**src/rtl/ac_channel_fifo_if.sv**
```systemverilog
// ac_channel_fifo_if: writer/reader handshake bundle for the channel FIFO
interface ac_channel_fifo_if #(
  parameter int WIDTH = 32,
  parameter int DEPTH = 4
);
  logic [WIDTH-1:0]           in_data;
  logic [31:0]                write_valid;
  logic                       write_ready;
  logic                       read_valid;
  logic                       read_ready;
  logic [WIDTH-1:0]           out_data;
  logic [$clog2(DEPTH):0]     count;
  logic                       overflow;
  logic                       underflow;
  modport master (
    output in_data, write_valid, read_valid,
    input  write_ready, read_ready, out_data, count, overflow, underflow
  );
  modport slave (
    input  in_data, write_valid, read_valid,
    output write_ready, read_ready, out_data, count, overflow, underflow
  );
endinterface

```
**src/rtl/ac_channel_fifo.sv**
```systemverilog
// ac_channel_fifo: circular-buffer channel with registered pop data and sticky over/underflow flags
module ac_channel_fifo #(
  parameter int WIDTH = 32,
  parameter int DEPTH = 4
) (
  input  logic             clk,
  input  logic             rst_n,
  input  logic             chan_rst_i,
  ac_channel_fifo_if.slave bus
);
  localparam int AW = $clog2(DEPTH);
  localparam int CW = AW + 1;
  logic [WIDTH-1:0] mem_q [DEPTH];
  logic [AW-1:0]    wp_q, wp_d, rp_q, rp_d;
  logic [CW-1:0]    cnt_q, cnt_d;
  logic [WIDTH-1:0] out_q, out_d;
  logic             ovf_q, ovf_d, unf_q, unf_d;
  logic             not_full, not_empty, wr_req, wr_ok, rd_ok;
  always_comb begin
    not_full  = cnt_q != CW'(DEPTH);
    not_empty = cnt_q != '0;
    wr_req    = |bus.write_valid;
    wr_ok     = wr_req && not_full;
    rd_ok     = bus.read_valid && not_empty;
    wp_d      = chan_rst_i ? '0 : wp_q + AW'(wr_ok);
    rp_d      = chan_rst_i ? '0 : rp_q + AW'(rd_ok);
    cnt_d     = chan_rst_i ? '0 : cnt_q + CW'(wr_ok) - CW'(rd_ok);
    out_d     = chan_rst_i ? '0 : rd_ok ? mem_q[rp_q] : out_q;
    ovf_d     = !chan_rst_i && (ovf_q || (wr_req && !not_full));
    unf_d     = !chan_rst_i && (unf_q || (bus.read_valid && !not_empty));
  end
  assign bus.write_ready = not_full;
  assign bus.read_ready  = not_empty;
  assign bus.out_data    = out_q;
  assign bus.count       = cnt_q;
  assign bus.overflow    = ovf_q;
  assign bus.underflow   = unf_q;
  always_ff @(posedge clk or negedge rst_n) begin
    if (!rst_n) begin
      wp_q  <= '0;
      rp_q  <= '0;
      cnt_q <= '0;
      out_q <= '0;
      ovf_q <= 1'b0;
      unf_q <= 1'b0;
    end else begin
      wp_q  <= wp_d;
      rp_q  <= rp_d;
      cnt_q <= cnt_d;
      out_q <= out_d;
      ovf_q <= ovf_d;
      unf_q <= unf_d;
    end
  end
  // storage is deliberately left out of reset
  always_ff @(posedge clk) begin
    if (wr_ok && !chan_rst_i) mem_q[wp_q] <= bus.in_data;
  end
endmodule
```
**src/flat_wrapper.sv**
```systemverilog
// flat-port wrapper written by rule: the top's interface ports become plain ports
module ac_channel_fifo_flat 
#(
  parameter int WIDTH = 32,
  parameter int DEPTH = 4
)
  (clk, rst_n, chan_rst_i, bus_in_data, bus_write_valid, bus_read_valid, bus_write_ready, bus_read_ready, bus_out_data, bus_count, bus_overflow, bus_underflow);
  ac_channel_fifo_if #(.WIDTH(WIDTH), .DEPTH(DEPTH)) bus_i ();
  input  logic clk;
  input  logic rst_n;
  input  logic chan_rst_i;
  input wire logic [$bits(bus_i.in_data)-1:0] bus_in_data;
  input wire logic [$bits(bus_i.write_valid)-1:0] bus_write_valid;
  input wire logic [$bits(bus_i.read_valid)-1:0] bus_read_valid;
  output wire logic [$bits(bus_i.write_ready)-1:0] bus_write_ready;
  output wire logic [$bits(bus_i.read_ready)-1:0] bus_read_ready;
  output wire logic [$bits(bus_i.out_data)-1:0] bus_out_data;
  output wire logic [$bits(bus_i.count)-1:0] bus_count;
  output wire logic [$bits(bus_i.overflow)-1:0] bus_overflow;
  output wire logic [$bits(bus_i.underflow)-1:0] bus_underflow;
  assign bus_i.in_data = bus_in_data;
  assign bus_i.write_valid = bus_write_valid;
  assign bus_i.read_valid = bus_read_valid;
  assign bus_write_ready = bus_i.write_ready;
  assign bus_read_ready = bus_i.read_ready;
  assign bus_out_data = bus_i.out_data;
  assign bus_count = bus_i.count;
  assign bus_overflow = bus_i.overflow;
  assign bus_underflow = bus_i.underflow;
  ac_channel_fifo #(.WIDTH(WIDTH), .DEPTH(DEPTH)) u_core (.clk(clk), .rst_n(rst_n), .chan_rst_i(chan_rst_i), .bus(bus_i));
endmodule
```
**config.mk**
```make
export PLATFORM = sky130hd
export DESIGN_NAME = ac_channel_fifo_flat
export DESIGN_NICKNAME = d
export VERILOG_FILES = /design/src/rtl/ac_channel_fifo_if.sv /design/src/rtl/ac_channel_fifo.sv /design/src/flat_wrapper.sv
export SDC_FILE = /design/constraint.sdc
export NUM_CORES = 1
export LEC_CHECK = 0
export BUFFER_PORTS_ARGS = -buffer_cell sky130_fd_sc_hd__buf_2
export CELL_PAD_IN_SITES_DETAIL_PLACEMENT = 1
export CELL_PAD_IN_SITES_GLOBAL_PLACEMENT = 1
export CORE_AREA = 2 2 130 132
export DETAILED_ROUTE_END_ITERATION = 10
export DIE_AREA = 0 0 132 134
export GPL_TIMING_DRIVEN = 1
export HOLD_SLACK_MARGIN = 0.08
export MAX_ROUTING_LAYER = met4
export PLACE_DENSITY_LB_ADDON = 0.1
export SYNTH_ARGS = -nofsm -noshare
export SYNTH_HDL_FRONTEND = slang
export SYNTH_SLANG_ARGS = --single-unit
```
**constraint.sdc**
```tcl
create_clock -name clk -period 5.35 [get_ports clk]
set_input_delay 0.535 -clock clk [delete_from_list [all_inputs] [get_ports clk]]
set_output_delay 0.535 -clock clk [all_outputs]
set_load 0.005 [all_outputs]
```
==> results.py, run 1 <==
metrics = {
    "run_status": {
        "status": "finished clean",
    },
    "route": {
        "drt_iter0_drc": 108,
        "wl_mm": 13.7,
        "routedWlPerCell_um": 19.2,
        "dr.pass1.iters": 4,
        "drtAntennaViolNets": 0,
        "via_per_inst": 4.97,
        "num_vias": 3534,
        "drc": 0,
    },
    "synth": {
        "netlist_top_cells_area": "edfxtp_1 (60%), dfrtp_1 (16%), mux4_2 (10%)",
        "synth_top_area_share_pct": 59.6,
        "syn_area_um2": 6450,
        "yosys_warnings": 0,
        "syn_area_per_cell_um2": 17.8,
        "syn_inst": 363,
        "yosysTopAreaCell": "edfxtp_1",
        "ys_seq_area_share_pct": 75.5,
        "syn_nets": 436,
        "synthDistinctLibCells": 25,
        "ys_ff_latch": 169,
    },
    "global_route": {
        "use_met3_pct": 5.63,
        "grt.overflow.total": 0,
        "use_met1_pct": 20.5,
        "track_usage_pct": 16.9,
        "grt_pass1_vias": 3830,
        "antenna_found_initial": 1,
        "grt_start_max_net_pins": 46,
        "top_usage_layer": "met2",
        "met2_usage_pct": 26.7,
        "grt_pass1_wl_mm": 21.3,
    },
    "cts": {
        "cts_tree": "done",
        "postCtsSetupBuffers": 0,
        "htreeDepth": 4,
        "clk_path_buf_depth": 2,
        "clkTransAtPathRegs_ns": 0.06,
        "cts_buffers": 17,
        "cts_resized": 0,
        "clk_latency_ns": 0.43,
        "cts.sinks": 169,
        "cts-root-buf": "clkbuf_16",
        "cts_hold_buffers": 0,
    },
    "worst_setup_path": {
        "critPathCaptureType": "flip-flop",
        "worst_path_most_repeated_cell": "inv_1",
        "slowest_stage": "nand2_2",
        "cp-start-kind": "flip-flop",
        "crit_fanout": 34,
        "crit_type": "flip-flop to flip-flop",
        "cp_cell_sequence": "nor3_2, inv_1, nand2_2, inv_1, buf_4, ha_1, inv_1, ha_1, inv_1, fa_1, xnor2_1, nor2_1",
        "required_ns": 5.63,
        "cp.arrival_ns": 3.28,
        "cpPeakStageDelay_ns": 0.57,
    },
    "finish": {
        "drive_above_1_share_pct": 37.1,
        "nNetsFinal": 550,
        "area_delta_synth_final_pct": 21.8,
    },
    "power": {
        "p_int_mw": 2.89,
        "power_switching_share_pct": 26.5,
        "seq_power_share_pct": 45.8,
        "combPwrFrac_pct": 20.0,
        "power.density_nw_per_um2": 501,
        "p_leak_nw": 2.96,
        "peakVddDrop_mv": 0.291,
        "power_switching_mw": 1.04,
        "clockPowerShare_pct": 34.1,
    },
    "floorplan": {
        "initial_utilization_pct": 39.6,
        "rows": 47,
        "io_pins": 107,
        "die_h_um": 134,
        "die_x_um": 132,
        "coreArea_um2": 16300,
        "die_area_um2": 17700,
    },
    "placed_design": {
        "dp_hpwl_mm": 8.14,
        "gp_congestion": 0.749,
        "io_buffers": 106,
    },
    "timing": {
        "hold-worst-slack_ns": 0.277,
        "slew_headroom_pct": 33.0,
        "finalCriticalPeriod_ns": 3.00,
        "finalSetupViolations": 0,
        "fmax_mhz": 333,
        "totalNegativeSetupSlack_ns": 0,
        "finalCritPeriodShare_pct": 56.1,
        "tightest_slew_ns": 1.01,
        "skew_ns": 0.00884,
        "grt_setup_unrepaired": "false",
        "hold_viol": 0,
        "maxSlewViolCount": 0,
    },
    "flow_run": {
        "cap_violations": 0,
    },
    "hold_path": {
        "hold_path.class": "primary input to async pin",
    },
}
==> logic make-up after synthesis <==
| family | after synthesis | share of synthesized area, % |
|---|---|---|
| compound gates | 36 | 2.83 |
| simple gates | 91 | 6.15 |
| fa+ha+maj | 5 | 1.09 |
| mux | 32 | 11.3 |
| flops | 169 | 75.5 |
| buf+inv | 26 | 2.58 |
| xor+xnor | 4 | 0.543 |
==> metrics by stage <==
| step | worst slack (ns) | util (%) | cells | cell area, µm² | total power [mW] |
|---|---|---|---|---|---|
| after CTS | 2.30 | 48.2 | 710 | 7860 | 4.00 |
| after global placement | 2.43 | 44.2 | 678 | 7200 | 2.61 |
| after global routing | 2.14 | 48.2 | 711 | 7860 | 4.14 |
| after detailed placement | 2.32 | 44.2 | 678 | 7200 | 2.65 |
| after floorplan | 0.627 | - | 363 | 6450 | 2.37 |
| final | 2.35 | 48.2 | 711 | 7860 | 3.93 |
==> cells in the final DEF (no fill, tap or decap), drive strengths merged <==
| master | n |
|---|---|
| fa | 1 |
| a21oi | 34 |
| nor2b | 3 |
| inv | 7 |
| xnor2 | 3 |
| nor4b | 2 |
| clkinvlp | 1 |
| xor2 | 1 |
| edfxtp | 128 |
| nor2 | 6 |
| ha | 4 |
| buf | 114 |
| clkinv | 5 |
| clkbuf | 21 |
| nor4 | 9 |
| o21bai | 1 |
| mux4 | 32 |
| bufinv | 5 |
| nand2 | 67 |
| diode | 1 |
| dfrtp | 41 |
| nand4 | 2 |
| o21ai | 1 |
| nor3 | 2 |
==> power by group through the flow <==
stage          combinational, mW  clock, mW  sequential [mW]
4_1_cts                    0.814       1.38             1.81
2_1_floorplan              0.579          0             1.79
3_3_place_gp               0.788          0             1.82
6_report                   0.787       1.34             1.80
5_1_grt                    0.878       1.42             1.83
3_5_place_dp               0.810          0             1.84
==> layout make-up <==
cell class	count	area (µm²)
Multi-Input combinational cell	168	1440
Timing Repair Buffer	114	591
Clock buffer	21	460
Sequential cell	169	4870
Tap cell	220	275
Fill cell	1612	8430
Antenna cell	1	2.50
Inverter	7	26.3
Clock inverter	11	194
==> cells in the mapped netlist <==
cell,instances
a21oi_1,34
buf_12,3
buf_2,10
buf_6,1
clkbuf_1,5
dfrtp_1,41
edfxtp_1,128
fa_1,1
ha_1,4
inv_1,7
mux4_1,2
mux4_2,30
nand2_1,66
nand2_2,1
nand4_1,2
nor2_1,6
nor2b_1,3
nor3_1,1
nor3_2,1
nor4_1,9
nor4b_1,2
o21ai_1,1
o21bai_1,1
xnor2_1,3
xor2_1,1
==> worst paths after layout <==
path                                               start  slack, ns                             endpoint  depth (start not counted)
max reg2reg                u_core.bus.count[2]$_DFF_PN0_       2.35        u_core.bus.count[2]$_DFF_PN0_                         12
min reg2reg                u_core.bus.overflow$_DFF_PN0_       0.51        u_core.bus.overflow$_DFF_PN0_                          2
min in group clk                         bus_in_data[16]       0.32        u_core.mem_q[2][16]$_DFFE_PP_                          1
max in group asynchronous                          rst_n       4.38             u_core.rp_q[0]$_DFF_PN0_                          1
max                        u_core.bus.count[2]$_DFF_PN0_       2.35        u_core.bus.count[2]$_DFF_PN0_                         12
min                                                rst_n       0.28  u_core.bus.out_data[18]$_DFFE_PN0P_                          1
==> flip-flops by register name (all words and copies together), names as in the netlist <==
name                  count
u_core.wp_q               2
u_core.mem_q            128
u_core.rp_q               2
u_core.bus.out_data      32
u_core.bus.count          3
u_core.bus.overflow       1
u_core.bus.underflow      1
==> critical path: cells and delay by family, from the launching register on <==
kind / cells / cell delay (ns)
and+or+nand+nor: 3 / 0.84
DFF: 1 / 0.42
buffers and inverters: 5 / 0.56
adders and majority gates: 3 / 0.83
xor gates and xnor gates: 1 / 0.17
==> routing by layer <==
layer | vias up | wire length (µm)
li1 | 1608 | -
met1 | 1818 | 6000
met2 | 92 | 6730
met3 | 16 | 702
met4 | 0 | 218
met5 | - | 0
Note: power is estimated with default switching activity, not from simulation.
==> inputs of run 2 (changes only) <==
==> constraint.sdc (replaced) <==
create_clock -name clk -period 2.9 [get_ports clk]
set_input_delay 0.29 -clock clk [delete_from_list [all_inputs] [get_ports clk]]
set_output_delay 0.29 -clock clk [all_outputs]
set_load 0.005 [all_outputs]
==> run 2 against run 1 <==
Against the previous run:
- clock skew down 0.0029 ns
- via count up 1.4%
- non-clock buffer count is 19 higher
- total power increased by 80%
- sequential share of layout area shrank 1.1 points
- critical path type unchanged
- wire length down 1.5%
- combinational power is 89% higher
==> results.py, run 2 (synthesis results as in run 1) <==
metrics = {
    "cts": {
        "cts-root-buf": "clkbuf_16",
        "clk_path_buf_depth": 2,
        "htreeDepth": 4,
        "clkTransAtPathRegs_ns": 0.06,
        "cts_buffers": 17,
        "clk_latency_ns": 0.42,
        "cts_tree": "done",
        "cts.sinks": 169,
    },
    "finish": {
        "final_common_cell": "edfxtp_1",
        "post-route-util_pct": 49.1,
        "regArea_um2": 4870,
        "layout_common_cells": "edfxtp_1 (128), buf_2 (106), nand2_1 (66)",
        "area_delta_synth_final_pct": 24.1,
        "fill_cells": 1607,
        "largest_register_ff_count": 128,
        "multiInputGateArea_um2": 1470,
        "nNetsFinal": 569,
        "regMostFlops": "u_core.mem_q",
        "drive_above_1_share_pct": 36.1,
        "antenna_cells": 0,
    },
    "hold_path": {
        "hold_path.class": "primary input to flip-flop",
    },
    "worst_setup_path": {
        "cp-start-kind": "flip-flop",
        "critPathCaptureType": "flip-flop",
        "r2r_setup_slack_ns": 0.60,
        "required_ns": 2.99,
        "crit_fanout": 20,
        "crit_type": "flip-flop to flip-flop",
        "cp.arrival_ns": 2.39,
    },
    "floorplan": {
        "die_h_um": 134,
        "io_pins": 107,
        "die_x_um": 132,
        "rows": 47,
        "die_area_um2": 17700,
        "initial_utilization_pct": 39.6,
        "coreArea_um2": 16300,
    },
    "timing": {
        "tightest_slew_ns": 1.02,
        "fmax_mhz": 434,
        "finalCriticalPeriod_ns": 2.30,
        "maxSlewViolCount": 0,
        "skew_ns": 0.00595,
        "totalNegativeSetupSlack_ns": 0,
        "hold_viol": 0,
        "grt_setup_unrepaired": "false",
        "slew_headroom_pct": 32.3,
        "finalSetupViolations": 0,
        "finalCritPeriodShare_pct": 79.4,
    },
    "route": {
        "routedWlPerCell_um": 18.5,
        "drt_iter0_drc": 177,
        "via_per_inst": 4.91,
        "drc": 0,
        "dr.pass1.iters": 4,
        "num_vias": 3583,
        "drtAntennaViolNets": 0,
        "wl_mm": 13.5,
    },
    "global_route": {
        "grt_pass1_vias": 3989,
        "track_usage_pct": 16.6,
        "grt_pass1_wl_mm": 21.5,
        "grt.overflow.total": 0,
        "grt_start_max_net_pins": 45,
        "antenna_found_initial": 0,
    },
    "power": {
        "power.density_nw_per_um2": 884,
        "p_leak_nw": 2.99,
        "peakVddDrop_mv": 0.425,
    },
    "placed_design": {
        "gp_congestion": 0.748,
        "dp_hpwl_mm": 8.26,
        "io_buffers": 106,
    },
    "run_status": {
        "status": "finished clean",
    },
    "flow_run": {
        "cap_violations": 0,
    },
}
-- run 2: cell types whose count changed in the layout (fill, tap and decap cells not counted), moves of 2 or more --
cell and change:
nor4b_4 +2, dlygate4sd3_1 +15, nor4b_2 -2, buf_4 +4, clkinvlp_4 +6, clkbuf_8 -2, clkinv_4 -3, bufinv_16 -2
-- run 2: what timing repair did --
item	CTS	global route
hold endpoints to repair	84	0
resized for setup	0	0
setup buffers	0	0
hold buffers	15	0
-- run 2: layer usage --
metal	track usage [%]	share of wire (%)	vias up
met5	-	0	-
met4	5.98	1.4	0
met3	4.20	5.1	15
met2	28.1	52	99
met1	19.3	41	1823
li1	-	-	1646
-- run 2: final timing paths --
kind                       depth (start not counted)                                  end                            from
max in group asynchronous                          2             u_core.rp_q[0]$_DFF_PN0_                           rst_n
min in group asynchronous                          2  u_core.bus.out_data[31]$_DFFE_PN0P_                           rst_n
hold reg to reg                                    2       u_core.bus.underflow$_DFF_PN0_  u_core.bus.underflow$_DFF_PN0_
setup / recovery                                   5        u_core.mem_q[0][21]$_DFFE_PP_   u_core.bus.count[1]$_DFF_PN0_
hold / removal                                     1         u_core.mem_q[0][2]$_DFFE_PP_                  bus_in_data[2]
setup reg to reg                                   5        u_core.mem_q[0][21]$_DFFE_PP_   u_core.bus.count[1]$_DFF_PN0_
-- run 2: cell type report --
class                           count  area share, %
Clock buffer                       20           5.46
Clock inverter                     12           1.89
Inverter                            7          0.328
Multi-Input combinational cell    168           18.4
Sequential cell                   169           60.9
Tap cell                          220           3.44
Timing Repair Buffer              133           9.63
-- run 2: worst max-delay path, stage by stage, from the launching register on --
cell     delay [ns]
dfrtp_1        0.46
nor2_1         0.06
nand2_1        0.10
o21ai_1        0.13
nor4_4         0.75
buf_4          0.44
-- run 2: report_power, final --
group / internal (mW) / switching [mW] / leakage, nW
sequential: 3.09 / 0.239 / 1.72
combinational: 0.716 / 0.776 / 1.01
clock: 1.35 / 0.902 / 0.262
total: 5.15 / 1.92 / 2.99
-- run 2: metrics by stage --
step	instance area, µm²	cells	power [mW]	setup slack (ns)	hold WS, ns
detailed placement	7260	682	4.92	0.526	0.485
global placement	7260	682	4.86	0.583	0.476
CTS	8000	729	7.20	0.479	0.0807
global route	8000	729	7.43	0.385	0.0877
floorplan	6500	363	4.39	0.287	-0.00559
finish	8000	729	7.07	0.598	0.101
==> inputs of run 3 (changes only) <==
==> constraint.sdc (replaced) <==
create_clock -name clk -period 1.85 [get_ports clk]
set_input_delay 0.185 -clock clk [delete_from_list [all_inputs] [get_ports clk]]
set_output_delay 0.185 -clock clk [all_outputs]
set_load 0.005 [all_outputs]
==> run 3 against run 2 <==
Against the previous run:
- the run now ends with setup timing left
- setup slack worse by 0.67 ns
- first-iteration DRC count is 28% higher
- global-route usage is 1.6 points higher
- critical path type unchanged
- design area is 7.4% higher
- utilization is 3.6 points higher
- combinational power is 100% higher
- final cell count is 6.0% higher
- non-clock buffer count is 44 higher
- clock-buffer cell count is 1 lower
- wire length is 10% higher
- via count is 6.4% higher
==> results.py, run 3 (synthesis results as in run 1) <==
metrics = {
    "cts": {
        "cts-root-buf": "clkbuf_16",
        "cts_tree": "done",
        "clk_latency_ns": 0.43,
        "clkTransAtPathRegs_ns": 0.06,
        "cts_buffers": 17,
        "clk_path_buf_depth": 2,
        "cts.sinks": 169,
        "htreeDepth": 4,
    },
    "timing": {
        "finalCritPeriodShare_pct": 104,
        "maxSlewViolCount": 0,
        "totalNegativeSetupSlack_ns": -0.192,
        "slew_headroom_pct": 59.1,
        "finalSetupViolations": 3,
        "grt_setup_unrepaired": "true",
        "fmax_mhz": 522,
        "hold_viol": 0,
        "skew_ns": 0.0112,
        "finalWorstSetupSlack_ns": -0.0668,
        "hold-worst-slack_ns": 0.117,
        "tightest_slew_ns": 0.614,
        "finalCriticalPeriod_ns": 1.92,
    },
    "finish": {
        "antenna_cells": 0,
        "layout_common_cells": "edfxtp_1 (128), buf_2 (106), nand2_1 (65)",
        "area_delta_synth_final_pct": 33.2,
        "final_common_cell": "edfxtp_1",
        "drive_above_1_share_pct": 40.1,
        "nNetsFinal": 613,
        "instances_no_fill": 773,
        "fin_area_um2": 8590,
        "post-route-util_pct": 52.7,
        "largest_register_ff_count": 128,
        "regMostFlops": "u_core.mem_q",
    },
    "hold_path": {
        "hold_path.class": "primary input to flip-flop",
        "hold_end": "u_core.wp_q[1]$_DFF_PN0_",
        "min-delay-start": "chan_rst_i",
        "hold_depth": 2,
    },
    "route": {
        "dr.max_layer_used": "met4",
        "dr.pass1.iters": 5,
        "wl_met1_mm": 6.31,
        "routed-wl-met3_um": 642,
        "routedWlPerCell_um": 19.2,
        "drt_iter0_drc": 226,
        "drc": 0,
        "num_vias": 3813,
        "drtAntennaViolNets": 0,
        "wl_mm": 14.8,
        "via_per_inst": 4.93,
        "dr_wl_met2_mm": 7.61,
    },
    "worst_setup_path": {
        "r2r-end": "u_core.bus.count[1]$_DFF_PN0_",
        "critPathCaptureType": "flip-flop",
        "r2r_cells": 10,
        "r2r_setup_slack_ns": -0.07,
        "cp-start-kind": "flip-flop",
        "cp.arrival_ns": 2.22,
        "required_ns": 2.15,
        "r2r-start": "u_core.bus.count[1]$_DFF_PN0_",
        "crit_type": "flip-flop to flip-flop",
        "crit_fanout": 3,
        "crit_start": "u_core.bus.count[1]$_DFF_PN0_",
    },
    "floorplan": {
        "rows": 47,
        "io_pins": 107,
        "initial_utilization_pct": 39.6,
        "coreArea_um2": 16300,
        "die_h_um": 134,
        "die_area_um2": 17700,
        "die_x_um": 132,
    },
    "flow_run": {
        "cap_violations": 0,
    },
    "global_route": {
        "grt_pass1_wl_mm": 23.0,
        "antenna_found_initial": 0,
        "grt.overflow.total": 0,
        "grt_pass1_vias": 4106,
        "grt_start_max_net_pins": 40,
        "track_usage_pct": 18.2,
    },
    "placed_design": {
        "io_buffers": 106,
        "gp_congestion": 0.767,
        "dp_hpwl_mm": 8.80,
        "dpl_worst_slack_ns": -0.208,
        "dp_cells": 692,
        "placed_cell_area_um2": 7480,
    },
    "power": {
        "peakVddDrop_mv": 0.735,
        "power.density_nw_per_um2": 1400,
        "p_leak_nw": 3.27,
        "p_total_mw": 12.0,
    },
    "run_status": {
        "status": "finished, violations left",
        "violations": "setup timing",
    },
}
[run 3: changes by cell type in the layout (fill, tap and decap cells not counted), moves of 2 or more]
cell / before / now
ha_1: 4 / 2
ha_4: 0 / 2
inv_1: 7 / 4
clkinv_2: 1 / 5
buf_4: 12 / 28
clkinvlp_4: 7 / 1
bufinv_16: 3 / 5
dlygate4sd3_1: 15 / 34
inv_2: 0 / 2
buf_12: 0 / 9
[run 3: worst max-delay path by stage]
stage	cells past startpoint	end
CTS	7	bus_read_ready
detailed placement	9	u_core.bus.count[1]$_DFF_PN0_
finish	10	u_core.bus.count[1]$_DFF_PN0_
global route	10	u_core.bus.count[1]$_DFF_PN0_
floorplan	4	u_core.mem_q[1][0]$_DFFE_PP_
global placement	9	u_core.bus.count[1]$_DFF_PN0_
[run 3: layer usage]
layer  global-route usage (%)  vias to the layer above
met4                     6.88                        0
met2                     30.9                       95
li1                         -                     1738
met5                        -                        -
met3                     4.57                       19
met1                     21.0                     1961
[run 3: worst max-delay path, cell delays in order (launching register included)]
cell and delay [ns]:
dfrtp_2 0.42, nor3_2 0.19, inv_1 0.09, nand2_2 0.08, inv_2 0.05, ha_4 0.21, inv_4 0.05, ha_4 0.12
inv_2 0.03, fa_2 0.51, nor2_1 0.04
[run 3: layout make-up]
class                           instances  area, µm²
Tap cell                              220        275
Clock inverter                         13        200
Fill cell                            1588       7700
Multi-Input combinational cell        168       1520
Inverter                                7       28.8
Timing Repair Buffer                  177       1260
Sequential cell                       169       4870
Clock buffer                           19        433
[run 3: what timing repair did]
action	CTS	global route
hold buffers	34	0
pin swaps	3	3
setup buffers	10	5
resized for setup	2	1
endpoints found under the setup margin	53	30
hold endpoints to repair	150	0
[run 3: where the power goes]
part | internal, mW | total, mW | switching [mW]
registers | 4.84 | 5.13 | 0.293
clock network | 2.39 | 3.82 | 1.43
logic | 1.54 | 3.03 | 1.50
